**config.mk**
```make
export PLATFORM = sky130hd
export DESIGN_NAME = shift_register_driver
export DESIGN_NICKNAME = d
export VERILOG_FILES = /design/src/rtl/shift_driver_pkg.sv /design/src/rtl/shift_driver_bitsel.sv /design/src/rtl/shift_register_driver.sv
export SDC_FILE = /design/constraint.sdc
export NUM_CORES = 1
export LEC_CHECK = 0
export CAP_MARGIN = 10
export CORE_MARGIN = 10
export CORE_UTILIZATION = 53
export CTS_CLUSTER_SIZE = 12
export DETAILED_ROUTE_END_ITERATION = 7
export PLACE_DENSITY = 0.88
export SLEW_MARGIN = 10
export SYNTH_ARGS = -nofsm -noshare
export SYNTH_HDL_FRONTEND = slang
export SYNTH_SLANG_ARGS = --single-unit
```
**constraint.sdc**
```tcl
create_clock -name clock -period 3.4 [get_ports clock]
set_clock_uncertainty 0.05 [all_clocks]
set_input_delay 0.34 -clock clock [delete_from_list [all_inputs] [get_ports clock]]
set_output_delay 0.34 -clock clock [all_outputs]
set_load 0.05 [all_outputs]
```
**src/rtl/shift_driver_pkg.sv**
```systemverilog
// Shared types and MODE encodings for the shift register driver.
// States IDLE/SHIFT/PAR/FIN; PAR is only entered with SHIFT_DRIVER_PARALLEL_EN.
package shift_driver_pkg;

    typedef enum logic [1:0] {
        IDLE  = 2'd0,
        SHIFT = 2'd1,
        PAR   = 2'd2,
        FIN   = 2'd3
    } state_t;

    localparam logic [1:0] MODE_HOLD   = 2'b00;
    localparam logic [1:0] MODE_RSHIFT = 2'b01;
    localparam logic [1:0] MODE_LSHIFT = 2'b10;
    localparam logic [1:0] MODE_LOAD   = 2'b11;

endpackage

```
**src/rtl/shift_driver_bitsel.sv**
```systemverilog
// Serial bit picker: word[idx] for right-shift, word[WIDTH-1-idx] for left.
// Ports: word_i, idx_i, left_i in; bit_o out. Purely combinational.
module shift_driver_bitsel
    import shift_driver_pkg::*;
#(
    parameter int WIDTH = 4
) (
    input  logic [WIDTH-1:0]         word_i,
    input  logic [$clog2(WIDTH)-1:0] idx_i,
    input  logic                     left_i,
    output logic                     bit_o
);

    localparam int CW = $clog2(WIDTH);
    localparam logic [CW-1:0] LAST = CW'(WIDTH - 1);

    logic [CW-1:0] ridx;

    always_comb begin
        ridx  = LAST - idx_i;
        bit_o = left_i ? word_i[ridx] : word_i[idx_i];
    end

endmodule

```
**src/rtl/shift_register_driver.sv**
```systemverilog
// Drives MODE/DATAIN of a universal shift register from a valid/ready request.
// In: clock, reset (async low), VALID, DATAIN, MODE. Out: READY, TXMODE,
// TXDATA, DONE, ERR (all registered). SHIFT_DRIVER_PARALLEL_EN enables MODE 11.
module shift_register_driver
    import shift_driver_pkg::*;
#(
    parameter int WIDTH = 4
) (
    input  logic             clock,
    input  logic             reset,
    input  logic             VALID,
    input  logic [WIDTH-1:0] DATAIN,
    input  logic [1:0]       MODE,
    output logic             READY,
    output logic [1:0]       TXMODE,
    output logic [WIDTH-1:0] TXDATA,
    output logic             DONE,
    output logic             ERR
);

    localparam int CW = $clog2(WIDTH);
    localparam logic [CW-1:0] LAST = CW'(WIDTH - 1);

    state_t           state_q;
    logic [CW-1:0]    cnt_q;
    logic [CW-1:0]    cnt_d;
    logic [WIDTH-1:0] word_q;
    logic [1:0]       mode_q;
    logic             ready_q;
    logic [1:0]       txmode_q;
    logic [WIDTH-1:0] txdata_q;
    logic             done_q;
    logic             err_q;

    logic             accept;
    logic [WIDTH-1:0] sel_word;
    logic [CW-1:0]    sel_idx;
    logic             sel_left;
    logic             sel_bit;
    logic [WIDTH-1:0] ser_word;

    assign accept = ready_q && VALID;
    assign cnt_d  = (cnt_q == LAST) ? '0 : cnt_q + 1'b1;

    // The first bit is registered on the accept edge, so it is picked
    // straight from the incoming word; later bits come from the latch.
    always_comb begin
        sel_word = accept ? DATAIN : word_q;
        sel_idx  = accept ? '0 : cnt_d;
        sel_left = accept ? (MODE == MODE_LSHIFT)
                          : (mode_q == MODE_LSHIFT);
        ser_word = {{(WIDTH-1){1'b0}}, sel_bit};
    end

    shift_driver_bitsel #(
        .WIDTH(WIDTH)
    ) u_bitsel (
        .word_i(sel_word),
        .idx_i (sel_idx),
        .left_i(sel_left),
        .bit_o (sel_bit)
    );

    always_ff @(posedge clock or negedge reset) begin
        if (!reset) begin
            state_q  <= IDLE;
            cnt_q    <= '0;
            word_q   <= '0;
            mode_q   <= MODE_HOLD;
            ready_q  <= 1'b0;
            txmode_q <= MODE_HOLD;
            txdata_q <= '0;
            done_q   <= 1'b0;
            err_q    <= 1'b0;
        end else begin
            done_q <= 1'b0;
            err_q  <= 1'b0;
            if (accept) begin
                word_q  <= DATAIN;
                mode_q  <= MODE;
                cnt_q   <= '0;
                ready_q <= 1'b0;
                unique case (MODE)
                    MODE_RSHIFT, MODE_LSHIFT: begin
                        state_q  <= SHIFT;
                        txmode_q <= MODE;
                        txdata_q <= ser_word;
                    end
`ifdef SHIFT_DRIVER_PARALLEL_EN
                    MODE_LOAD: begin
                        state_q  <= PAR;
                        txmode_q <= MODE_LOAD;
                        txdata_q <= DATAIN;
                    end
`endif
                    default: begin
                        // Null request, or an unsupported load: no activity.
                        state_q  <= FIN;
                        txmode_q <= MODE_HOLD;
                        txdata_q <= '0;
                        ready_q  <= 1'b1;
                        done_q   <= (MODE == MODE_HOLD);
                        err_q    <= (MODE != MODE_HOLD);
                    end
                endcase
            end else begin
                unique case (state_q)
                    SHIFT: begin
                        cnt_q <= cnt_d;
                        if (cnt_q == LAST) begin
                            state_q  <= FIN;
                            txmode_q <= MODE_HOLD;
                            txdata_q <= '0;
                            ready_q  <= 1'b1;
                            done_q   <= 1'b1;
                        end else begin
                            txdata_q <= ser_word;
                        end
                    end
                    PAR: begin
                        state_q  <= FIN;
                        txmode_q <= MODE_HOLD;
                        txdata_q <= '0;
                        ready_q  <= 1'b1;
                        done_q   <= 1'b1;
                    end
                    FIN: begin
                        state_q <= IDLE;
                    end
                    default: begin
                        state_q <= IDLE;
                        ready_q <= 1'b1;
                    end
                endcase
            end
        end
    end

    assign READY  = ready_q;
    assign TXMODE = txmode_q;
    assign TXDATA = txdata_q;
    assign DONE   = done_q;
    assign ERR    = err_q;

endmodule

```
# ---- Yosys cells after proc, flatten, opt, wreduce, memory -nomap -nowiden
# Cells that the tools add are included.
dict set report word_totals {
  register_bits 19
  in_bits 9
  out_inout_bits 9
  elab_cells 63
}
dict set report classes {
  addsub 2
  magnitude_cmp 2
  eq_ne 9
  n_mux 33
  n_reduce_logical 8
}
# cell n
set ops {}
lappend ops {{$mux W2} 10}
lappend ops {{$mux W1} 14}
lappend ops {{$eq A2 B2 Y1 const B} 5}
lappend ops {{$mux W4} 2}
lappend ops {{$pmux W2 S2} 2}
lappend ops {{$pmux W4 S2} 1}
lappend ops {{$lt A2 B3 Y1 const B} 2}
lappend ops {{$bmux W1 S2} 2}
lappend ops {{$eq A2 B1 Y1 const B} 2}
lappend ops {{$pmux W1 S2} 2}
lappend ops {{$reduce_and A2 Y1} 2}
lappend ops {{$reduce_bool A2 Y1} 2}
lappend ops {{$ne A3 B3 Y1 const B} 1}
lappend ops {{$reduce_bool A3 Y1} 1}
lappend ops {{$add A2 B1 Y2 const B} 1}
lappend ops {{$logic_not A2 Y1} 1}
lappend ops {{$ne A2 B2 Y1 const B} 1}
lappend ops {{$reduce_or A2 Y1} 1}
lappend ops {{$sub A2 B2 Y2 const A} 1}
lappend ops {{$logic_and A1 B1 Y1} 1}

# ---- Longest topological paths before layout
dict set report logic_depth {
  depth_word 10
  depth_mapped 7
  ltp_nobuf 6
}

# ---- Modules after synthesis
# A second synthesis with hierarchy kept.
dict set report hier_totals {
  cells_unflattened 95
  area_unflattened_um2 963.4
}
# module n_inst cells_per_inst area_each_um2 seq_area_each_um2
set modules_own_cells {}
lappend modules_own_cells {shift_register_driver 1 92 899.6 400.4}
lappend modules_own_cells {shift_driver_bitsel 1 3 63.8 0.0}

# ---- Least setup slack after synthesis
# No wires, ideal clock.
dict set report synth_path {
  kind {reg-to-reg}
  startpoint {reg cnt_q[0]}
  endpoint {reg txdata_q[0] (netlist: TXDATA[0])}
  setup_ns 0.133
  arrival_time_ns 1.558
  required_time_ns 3.217
  slack_ns 1.659
  path_stages_with_launch 6
  n_path_buf 0
  period_less_slack_ns 1.741
  cell_sequence {dfrtp_1 > ha_1 > nor2_2 > mux4_2 > nor2_2 > o221ai_2}
}
dict set report synth_via {
  elab_chain_len 10
  elab_cells_between_ends 14
  cone_classes {2 x add/sub; 1 x eq/ne; 11 x mux}
}
# item line
set synth_rtl {}
lappend synth_rtl {{start: declaration} shift_register_driver.sv:25} ;# logic [CW-1:0] cnt_q;
lappend synth_rtl {{start signal: assignment} shift_register_driver.sv:109} ;# cnt_q <= cnt_d;
lappend synth_rtl {{$add A2 B1 Y2 / $eq A2 B2 Y1 (equally long branches)} {shift_register_driver.sv:43, shift_register_driver.sv:110}}
lappend synth_rtl {{$mux W2} shift_register_driver.sv:43} ;# assign cnt_d = (cnt_q == LAST) ? '0 : cnt_q + 1'b1;
lappend synth_rtl {{$mux W2} shift_register_driver.sv:49} ;# sel_idx = accept ? '0 : cnt_d;
lappend synth_rtl {{$sub A2 B2 Y2} shift_driver_bitsel.sv:20} ;# ridx = LAST - idx_i;
lappend synth_rtl {{$bmux W1 S2} shift_driver_bitsel.sv:21} ;# bit_o = left_i ? word_i[ridx] : word_i[idx_i];
lappend synth_rtl {{$mux W1 (implied by the code)} shift_driver_bitsel.sv:21}
lappend synth_rtl {{$mux W1} shift_driver_bitsel.sv:21}
lappend synth_rtl {{$mux W1} shift_register_driver.sv:110} ;# if (cnt_q == LAST) begin
lappend synth_rtl {{$pmux W4 S2} shift_register_driver.sv:107} ;# unique case (state_q)
lappend synth_rtl {{$mux W4 *} shift_register_driver.sv:78} ;# if (accept) begin
lappend synth_rtl {{end signal: assignment} shift_register_driver.sv:87} ;# txdata_q <= ser_word;
lappend synth_rtl {{end signal: assignment} shift_register_driver.sv:117} ;# txdata_q <= ser_word;
lappend synth_rtl {{end: declaration} shift_register_driver.sv:31} ;# logic [WIDTH-1:0] txdata_q;
# Mark *: on every way between the ends. The rest lies on a longest branch, timed or not. The select of a mux whose other input is x is not followed.
# A chain may end at the register's enable or synchronous reset.

# ---- Worst setup path in the final report
dict set report layout_path {
  startpoint {reg ready_q (netlist: READY)}
  endpoint {out READY}
}
# item line
set layout_lines {}
lappend layout_lines {{start: declaration} shift_register_driver.sv:29} ;# logic ready_q;
lappend layout_lines {{start signal: assignment} shift_register_driver.sv:70} ;# ready_q <= 1'b0;
lappend layout_lines {{start signal: assignment} shift_register_driver.sv:82} ;# ready_q <= 1'b0;
lappend layout_lines {{start signal: assignment} shift_register_driver.sv:101} ;# ready_q <= 1'b1;
lappend layout_lines {{end: declaration} shift_register_driver.sv:14} ;# output logic READY,
# No word-level cell between the ends.

==> run_results.csv <==
group,metric,value,unit
power,ir_drop,0.000422,V
final_layout,final_area,1070,um^2
final_layout,n_fill_cell,116,
setup_path,end_kind,"output pin",
place,dpl_cell_area,1050,um^2
cts,cts_resized,0,
setup_path,cp_slowest_stage_delay,0.84,ns
detailed_routing,via_per_inst,5.50,
setup_path,path_buf_inv,1,
cts,cts_tree,"done",
flow_run,cap_violations,0,
setup_path,worst_path_max_delay_cell,"clkdlybuf4s50_1",
yosys,synth_simple_gate_area_share,19.4,%
detailed_routing,wl_per_cell,14.7,um
final_layout,final_cell_mix,"nand2_1, dfrtp_1, clkdlybuf4s50_1, ha_1, nor2_1",
floorplan,ios,18,
floorplan,core,1580,um^2
detailed_routing,drtIter0Drc,6,
global_routing,grt_pass1_vias,703,
final_layout,final_common_cell,"nand2_1",
detailed_routing,vias,688,
setup_path,path_cells,"clkdlybuf4s50_1",
sta,finalCriticalPeriod,1.93,ns
cts,cts_made_buffers,3,
yosys,synth_xor_xnor_area_share,0,%
sta,setup_tns,0,ns
setup_path,worstSetupPathType,"register to output pin",
yosys,synth.mux.area_fraction,5.73,%
yosys,ys_ff_latch,16,
cts,ctsHoldBuffers,0,
yosys,syn_inst,96,
sta,hold_viol_final,0,
final_layout,layout-drive-gt1-share,10.1,%
sta,period_share,56.7,%
place,dp_slack,1.41,ns
detailed_routing,drtAntennaViolNets,0,
cts,cts_max_path_buffers,2,
yosys,yosys.area_share.adder,12.3,%
sta,timing.slew.headroom,54.0,%
setup_path,startpoint_type,"register",
yosys,yosysWarnings,0,
floorplan,initial_core_util,58.2,%
cts,cts_setup_buffers,0,
cts,clk_latency,0.28,ns
setup_path,path_max_fanout,6,
final_layout,multi_input_area,472,um^2
cts,cts.reportedPaths.clkPinSlew,0.09,ns
place,dp_hpwl,1420,um
yosys,synth_top_family_by_area,"simple AND/OR/NAND/NOR gates",
detailed_routing,drtPass1Iterations,3,
sta,setup_ws,1.47,ns
place,io_buffers,14,
floorplan,core.rowCount,14,
yosys,synth-compound-area-share,12.8,%
global_routing,overflow,0,
status,status,"completed",
sta,max_freq,0.519,GHz
yosys,synth-seq-area-share,43.7,%
sta,worst_slew_pin_slew,0.688,ns
power,power_density,837,nW/um^2
cts,clock-sinks,16,
global_routing,grt_pass1_wl,3160,um
power,p_total,0.899,mW
sta,slew_violations,0,
sta,rsz0062_at_grt,"no",
place,place.gp.congestion,0.749,
final_layout,finalNetCount,129,
final_layout,antenna_cells,0,
yosys,synth_area,917,um^2
floorplan,die_y,61.6,um
detailed_routing,routed_wirelength,1830,um
floorplan,die_area,3790,um^2
sta,worst_hold_slack,0.418,ns
setup_path,required,3.01,ns
yosys,yosysUniqueCellTypes,27,
min_path,min_path_type,"input port to async pin",
yosys,avgSynthCellArea,9.55,um^2
final_layout,seqCellArea,400,um^2
setup_path,critPathTopFamily,"buffers and inverters",
global_routing,grt_max_degree,17,
final_layout,areaGrowthSynthToFinish,17.1,%
global_routing,grt_usage,11.1,%
global_routing,antenna_found_initial,0,
setup_path,cp.arrival,1.54,ns
setup_path,r2r_slack,1.51,ns
sta,finalSetupViolCount,0,
cts,clockRootBuffer,"clkbuf_4",
cts,h-tree-depth,1,
power,p_leak,0.528,nW
floorplan,die_w,61.6,um
detailed_routing,drc_errors,0,
## synth_stat cells
library cell  count  share of area [%]
nand2_1          21                8.6
dfrtp_1          16                 44
ha_1              9                 12
nor2_1            7                2.9
o21ai_0           6                3.3
inv_1             5                2.0
buf_4             3                2.5
clkbuf_1          3                1.2
mux2i_1           3                3.3
a21oi_1           2                1.1
a32oi_1           2                1.9
and3_1            2                1.4
nand3_1           2                1.1
nor2_2            2                1.4
a211o_2           1                1.1
and2_1            1               0.68
and2b_2           1               0.96
conb_1            1               0.41
mux4_2            1                2.5
nand2b_1          1               0.68
nand2b_2          1               0.96
nand3b_1          1               0.82
o21a_1            1               0.82
o221ai_2          1                1.6
o22a_1            1               0.96
o311a_2           1                1.2
o31ai_1           1               0.82
## routing by layer
layer,part of all wire (%),GRT usage (%)
met1,44,12.1
met3,6.2,3.29
met2,48,19.0
met5,0,0
met4,1.9,5.73
## report_power, final
group | internal [mW] | total, mW | switching [mW]
Clock | 0.0411 | 0.0961 | 0.0550
Sequential | 0.264 | 0.320 | 0.0566
Combinational | 0.200 | 0.482 | 0.282
Total | 0.505 | 0.899 | 0.394
## worst paths after layout
kind	startpoint	end	cells after the start
max	READY	READY	1
min	reset	state_q[1]	1
max reg2reg	cnt_q[0]	TXDATA[0]	5
min reg2reg	mode_q[1]	mode_q[1]	2
max in group asynchronous	reset	word_q[2]	1
min in group clock	mode_q[1]	mode_q[1]	2
## state kept, by name, summed over array words and instances, names as in the netlist
| name | cells |
|---|---|
| TXMODE | 2 |
| word_q | 4 |
| ERR | 1 |
| TXDATA | 1 |
| state_q | 2 |
| mode_q | 2 |
| READY | 1 |
| DONE | 1 |
| cnt_q | 2 |
## cell families after synthesis
logic type                 Yosys count
buffers and inverters               11
other                                1
and+or+nand+nor                     39
muxes                                4
DFF                                 16
adders and majority gates            9
AOI/OAI and AO/OA                   16
## cell type report
cell class / instances / area share [%]
multi-input combinational: 71 / 43.9
clock buffer: 3 / 2.10
timing repair buffer: 14 / 13.1
inverter: 5 / 1.75
tap: 16 / 1.86
sequential: 16 / 37.3
## metrics by stage
step / cells / util, %
after CTS: 125 / 68.1
final: 125 / 68.1
after global placement: 122 / 66.7
after detailed placement: 122 / 66.7
after global routing: 125 / 68.1
after floorplan: 98 / -
(Power assumes the default switching activity.)
==> edit 1, RTL diff (same flow settings) <==
Add an input register stage for `MODE`, without a reset; this delays it by one clock. The other inputs are not delayed to match. Comments in the files are not updated.
--- a/src/rtl/shift_register_driver.sv
+++ b/src/rtl/shift_register_driver.sv
@@ -21,4 +21,10 @@
     localparam int CW = $clog2(WIDTH);
     localparam logic [CW-1:0] LAST = CW'(WIDTH - 1);
+
+    logic [1:0] MODE_q;
+
+    always_ff @(posedge clock) begin
+        MODE_q <= MODE;
+    end
 
     state_t           state_q;
@@ -48,5 +54,5 @@
         sel_word = accept ? DATAIN : word_q;
         sel_idx  = accept ? '0 : cnt_d;
-        sel_left = accept ? (MODE == MODE_LSHIFT)
+        sel_left = accept ? (MODE_q == MODE_LSHIFT)
                           : (mode_q == MODE_LSHIFT);
         ser_word = {{(WIDTH-1){1'b0}}, sel_bit};
@@ -78,11 +84,11 @@
             if (accept) begin
                 word_q  <= DATAIN;
-                mode_q  <= MODE;
+                mode_q  <= MODE_q;
                 cnt_q   <= '0;
                 ready_q <= 1'b0;
-                unique case (MODE)
+                unique case (MODE_q)
                     MODE_RSHIFT, MODE_LSHIFT: begin
                         state_q  <= SHIFT;
-                        txmode_q <= MODE;
+                        txmode_q <= MODE_q;
                         txdata_q <= ser_word;
                     end
@@ -100,6 +106,6 @@
                         txdata_q <= '0;
                         ready_q  <= 1'b1;
-                        done_q   <= (MODE == MODE_HOLD);
-                        err_q    <= (MODE != MODE_HOLD);
+                        done_q   <= (MODE_q == MODE_HOLD);
+                        err_q    <= (MODE_q != MODE_HOLD);
                     end
                 endcase
Formal check against the unedited RTL: not equivalent (Yosys sat finds a counterexample within 4 cycles, from zero or initial values and one cycle with reset low).
==> edit 1 against the original RTL <==
Combinational power decreased by 5.0%; global-route usage decreased by 0.99 points; routed wire length decreased by 2.3%; synthesized cell count increased by 3.1%; worst setup slack got worse by 13 ps; power increased by 4.2%; design area increased by 4.2%; largest power group unchanged; clock power increased by 36%; area after synthesis increased by 3.7%; sequential cell count increased by 2.
==> edit 1: results (changes against the original RTL) <==
| Metric | Value |
|---|---|
| Total power divided by cell area | 837 nW/um^2 (about the same) |
| DRT Pass-1 Iters | 4 (+1) |
| Slowest CP cell | clkdlybuf4s50_1 |
| I/O Buffers | 14 (unchanged) |
| Pin count of the biggest net entering global routing | 17 (unchanged) |
| Hold WC Path Type | in2async |
| Post-CTS sizing | 0 (unchanged) |
| Worst hold slack | 413 ps (-4.65 ps) |
| Post-synth top flop | dfrtp_1 |
| FF-to-FF path depth | 3 (-2) |
| GPL Wtd Cong | 0.828 (+11%) |
| Seq/Total Area, Yosys | 46.3% (+2.7 points) |
| Maximum vdd drop | 0.416 mV (-1.3%) |
| Reg2reg setup slack | 1580 ps (+70 ps) |
| CTS max path bufs | 2 (unchanged) |
| Fillers | 140 (+21%) |
| Postcts setup bufs | 0 (unchanged) |
| DRT met1 WL | 832 um (+3.7%) |
| Status | complete, no violations |
| Wire per inst | 13.1 um (-11%) |
| Max reg flops | 4 (unchanged) |
| Net Sw Frac | 42.3% (-1.5 points) |
| Initial antenna violation count | 0 (unchanged) |
| Leading post-synthesis cells by cell area | dfrtp_1 42%, ha_1 12%, nand2_1 9.5% |
| Logic gate share of total power | 48.9% (-4.8 points) |
| Via/cell ratio | 5.19 (-5.7%) |
| Met1 usage | 11.4% (-0.66 points) |
| Inserted Diodes | 0 (unchanged) |
| Clk power | 0.131 mW (+36%) |
| Yosys Warn Count | 0 (unchanged) |
| Arr. time, crit path | 1550 ps |
| Leakage power | 0.549 nW (+4.1%) |
| Most flop-heavy register | word_q |
| Synth cell types | 30 (+11%) |
| Number of global-route vias before repair | 748 (+6.4%) |
| Final net count | 131 (+1.6%) |
| Clock latency on the worst-skew pair | 290 ps |
| Synth cell count leaders | 24 x nand2_1, 16 x dfrtp_1, 9 x ha_1 |
| Total GRT Usage | 10.1% (-0.99 points) |
| DPL Wire Length | 1.37 mm (-3.6%) |
| Met2 usage in global routing | 15.4% (-3.6 points) |
| DP Worst Slack | 1350 ps (-62.5 ps) |
| Slew headroom | 51.7% (-2.3 points) |
| Worst Setup Slack, final | 1460 ps (-13.4 ps) |
| Layout cell share with drive strength beyond 1 | 5.36% (-4.7 points) |
| Setup crit start | READY |
| GR Util met3 | 3.94% (+0.65 points) |
| Met3 Wirelength | 110 um (-2.7%) |
| Async set-reset flop share out of synthesis | 88.9% (-11 points) |
| First-pass GRT wire length | 3.26 mm (+3.0%) |
| DR iter-0 viols | 11 (+5) |
| DR WL met2 | 795 um (-10%) |
| FF-to-FF Start | cnt_q[0] |
==> edit 1: metrics by stage <==
stage	area [um^2]	util, %	std cells
finish	1120	65.5	137
global route	1120	65.5	137
floorplan	958	-	101
detailed placement	1080	63.4	133
global placement	1080	63.4	133
CTS	1120	65.5	137
==> edit 1: logic make-up (layout without fill, tap and decap cells) <==
logic type	count (synthesis)	in the layout	synth area share, %
and+or+nand+nor	41	41	19.1
DFF	18	18	46.3
AOI/OAI and AO/OA	13	13	8.68
buffers and inverters	12	23	6.97
adders and majority gates	9	9	11.8
muxes	5	5	6.71
other	1	3	0.394
==> edit 1: area by class of cell <==
| type | count | share of cell area [%] |
|---|---|---|
| multi-input combinational | 71 | 40.4 |
| sequential | 18 | 39.4 |
| tap | 25 | 2.80 |
| inverter | 5 | 1.68 |
| clock buffer | 4 | 3.24 |
| timing repair buffer | 14 | 12.5 |
==> edit 2, RTL diff (same flow settings) <==
Without the edit above. Add a define of `SHIFT_DRIVER_PARALLEL_EN`.
--- a/src/rtl/shift_register_driver.sv
+++ b/src/rtl/shift_register_driver.sv
@@ -2,4 +2,6 @@
 // In: clock, reset (async low), VALID, DATAIN, MODE. Out: READY, TXMODE,
 // TXDATA, DONE, ERR (all registered). SHIFT_DRIVER_PARALLEL_EN enables MODE 11.
+`define SHIFT_DRIVER_PARALLEL_EN
+
 module shift_register_driver
     import shift_driver_pkg::*;
Check against the original RTL: not equivalent (Yosys sat finds a counterexample within 4 cycles, from zero or initial values and one cycle with reset low).
==> edit 2 against the original RTL <==
Routed wire length is 21% higher; area after synthesis up 8.0%; power is 11% higher; die area increased by 5.4%; register-to-register slack about the same; synthesized cell count shrank 2.1%; worst setup slack got worse by 3.5 ps; design area grew 13%; sequential cell count increased by 3; sequential share of layout area grew 2.0 points; count of clock-buffer cells in the layout grew 1; clock power rose by 14%; sequential power rose by 17%; maximum frequency is 0.18% lower; highest routed layer unchanged.
==> edit 2: results (changes against the original RTL) <==
| Metric | Value |
|---|---|
| Status | complete, no violations |
| Synth cell count leaders | 22 x nand2_1, 19 x dfrtp_1, 10 x ha_1 |
| Min-Delay Endpoint | TXMODE[1] |
| Syn Nets | between 100 and 150 |
| Seq/Total Area, Yosys | 48.0% (+4.3 points) |
| Initial antenna violation count | 0 (unchanged) |
| I/O Buffers | 17 (+3) |
| Clk slew on worst S/H paths | about 100 ps |
| Postcts setup bufs | 0 (unchanged) |
| Synth cell types | 23 (-15%) |
| Root buffer cell | clkbuf_4 |
| Worst flop-to-flop path endpoint | TXDATA[0] |
| GPL Wtd Cong | 0.870 (+16%) |
| Maximum vdd drop | 0.433 mV (+2.6%) |
| Clock latency on the worst-skew pair | slightly below 300 ps |
| CP top delay family | buffers and inverters |
| Min-delay src | TXMODE[1] |
| CTS max path bufs | 2 (unchanged) |
| Post-CTS sizing | 0 (unchanged) |
| CP max stage delay | slightly above 800 ps |
| Slew headroom | 43.0% (-11 points) |
| First-pass GRT wire length | 3.75 mm (+19%) |
| Async set-reset flop share out of synthesis | 100% (unchanged) |
| Arr. time, crit path | 1540 ps (about the same) |
| Number of global-route vias before repair | 851 (+21%) |
| Layout cell share with drive strength beyond 1 | 4.42% (-5.7 points) |
| DRT Pass-1 Iters | 4 (+1) |
| Setup crit start | READY |
| Fillers | 140 (+21%) |
| FF-to-FF Start | state_q[0] |
| DR iter-0 viols | 24 (+18) |
| Hold Path Depth | 2 |
| Slowest CP cell | clkdlybuf4s50_1 |
| Pin count of the biggest net entering global routing | 20 (+3) |
| FF-to-FF path depth | 6 (+1) |
| Reg2reg setup slack | 1510 ps (about the same) |
| Post-synth top flop | dfrtp_1 |
| CTS Buf Count | 3 (unchanged) |
| Vias after detailed routing | 772 (+12%) |
| Leakage power | 0.577 nW (+9.3%) |
| Yosys Warn Count | 0 (unchanged) |
| Leading post-synthesis cells by cell area | dfrtp_1 48%, ha_1 13%, nand2_1 8.3% |
| Setup crit end | READY |
| Worst hold slack | 426 ps (+8.26 ps) |
| Detailed Route WL | 2.22 mm (+21%) |
| Final net count | 133 (+3.1%) |
| DPL Wire Length | 1.71 mm (+21%) |
| CP Max Fanout | 5 (-1) |
| Hold WC Path Type | reg2reg |
| Inserted Diodes | 0 (unchanged) |
| Total GRT Usage | 11.3% (+0.17 points) |
| Max H-tree Level | 1 (unchanged) |
-- edit 2: changes by cell type after synthesis, sizes merged, moves of 2 or more --
cell	change
a211oi	+2
a32o	+3
a32oi	-2
and3	-2
buf	-3
dfrtp	+3
nand3	-2
nor2	-4
nor2b	+2
o211ai	+2
-- edit 2: cells by family after synthesis --
family,count (synthesis),synth area share (%)
adders and majority gates,10,12.6
muxes,6,9.47
buffers and inverters,8,3.03
AOI/OAI and AO/OA,19,13.1
and+or+nand+nor,32,13.8
DFF,19,48.0
-- edit 2: stage by stage --
stage / std cells / instance area (um^2) / worst slack (ps)
2_1_floorplan: 94 / 991 / 1710
3_3_place_gp: 134 / 1180 / 1540
3_5_place_dp: 134 / 1180 / 1410
4_1_cts: 138 / 1210 / 1470
5_1_grt: 138 / 1210 / 1360
6_report: 138 / 1210 / 1470
-- edit 2: power by group --
part	switching, mW	internal [mW]
registers	0.0626	0.310
clock network	0.0647	0.0456
logic	0.307	0.205
total	0.435	0.561
-- edit 2: layer usage --
| layer | vias to the layer above | wire [um] | track usage, % |
|---|---|---|---|
| met5 | - | 0 | 0 |
| met4 | 0 | 46 | 5.74 |
| met3 | 4 | 163 | 3.71 |
| met2 | 34 | 1050 | 19.0 |
| met1 | 368 | 958 | 12.3 |
| li1 | 366 | - | - |
-- edit 2: worst register-to-register path, cell delays in order (launching register included) --
cell,delay [ps]
dfrtp_1,430
inv_1,60
ha_1,240
a211oi_1,590
o22ai_1,140
a22oi_1,180
o41ai_1,100
-- edit 2: layout make-up --
cell class | instances | area share (%)
multi-input cells | 67 | 40.1
flip-flops and latches | 19 | 39.3
repair buffers | 17 | 14.0
well taps | 25 | 2.58
clock buffers | 4 | 2.17
inverters | 6 | 1.86
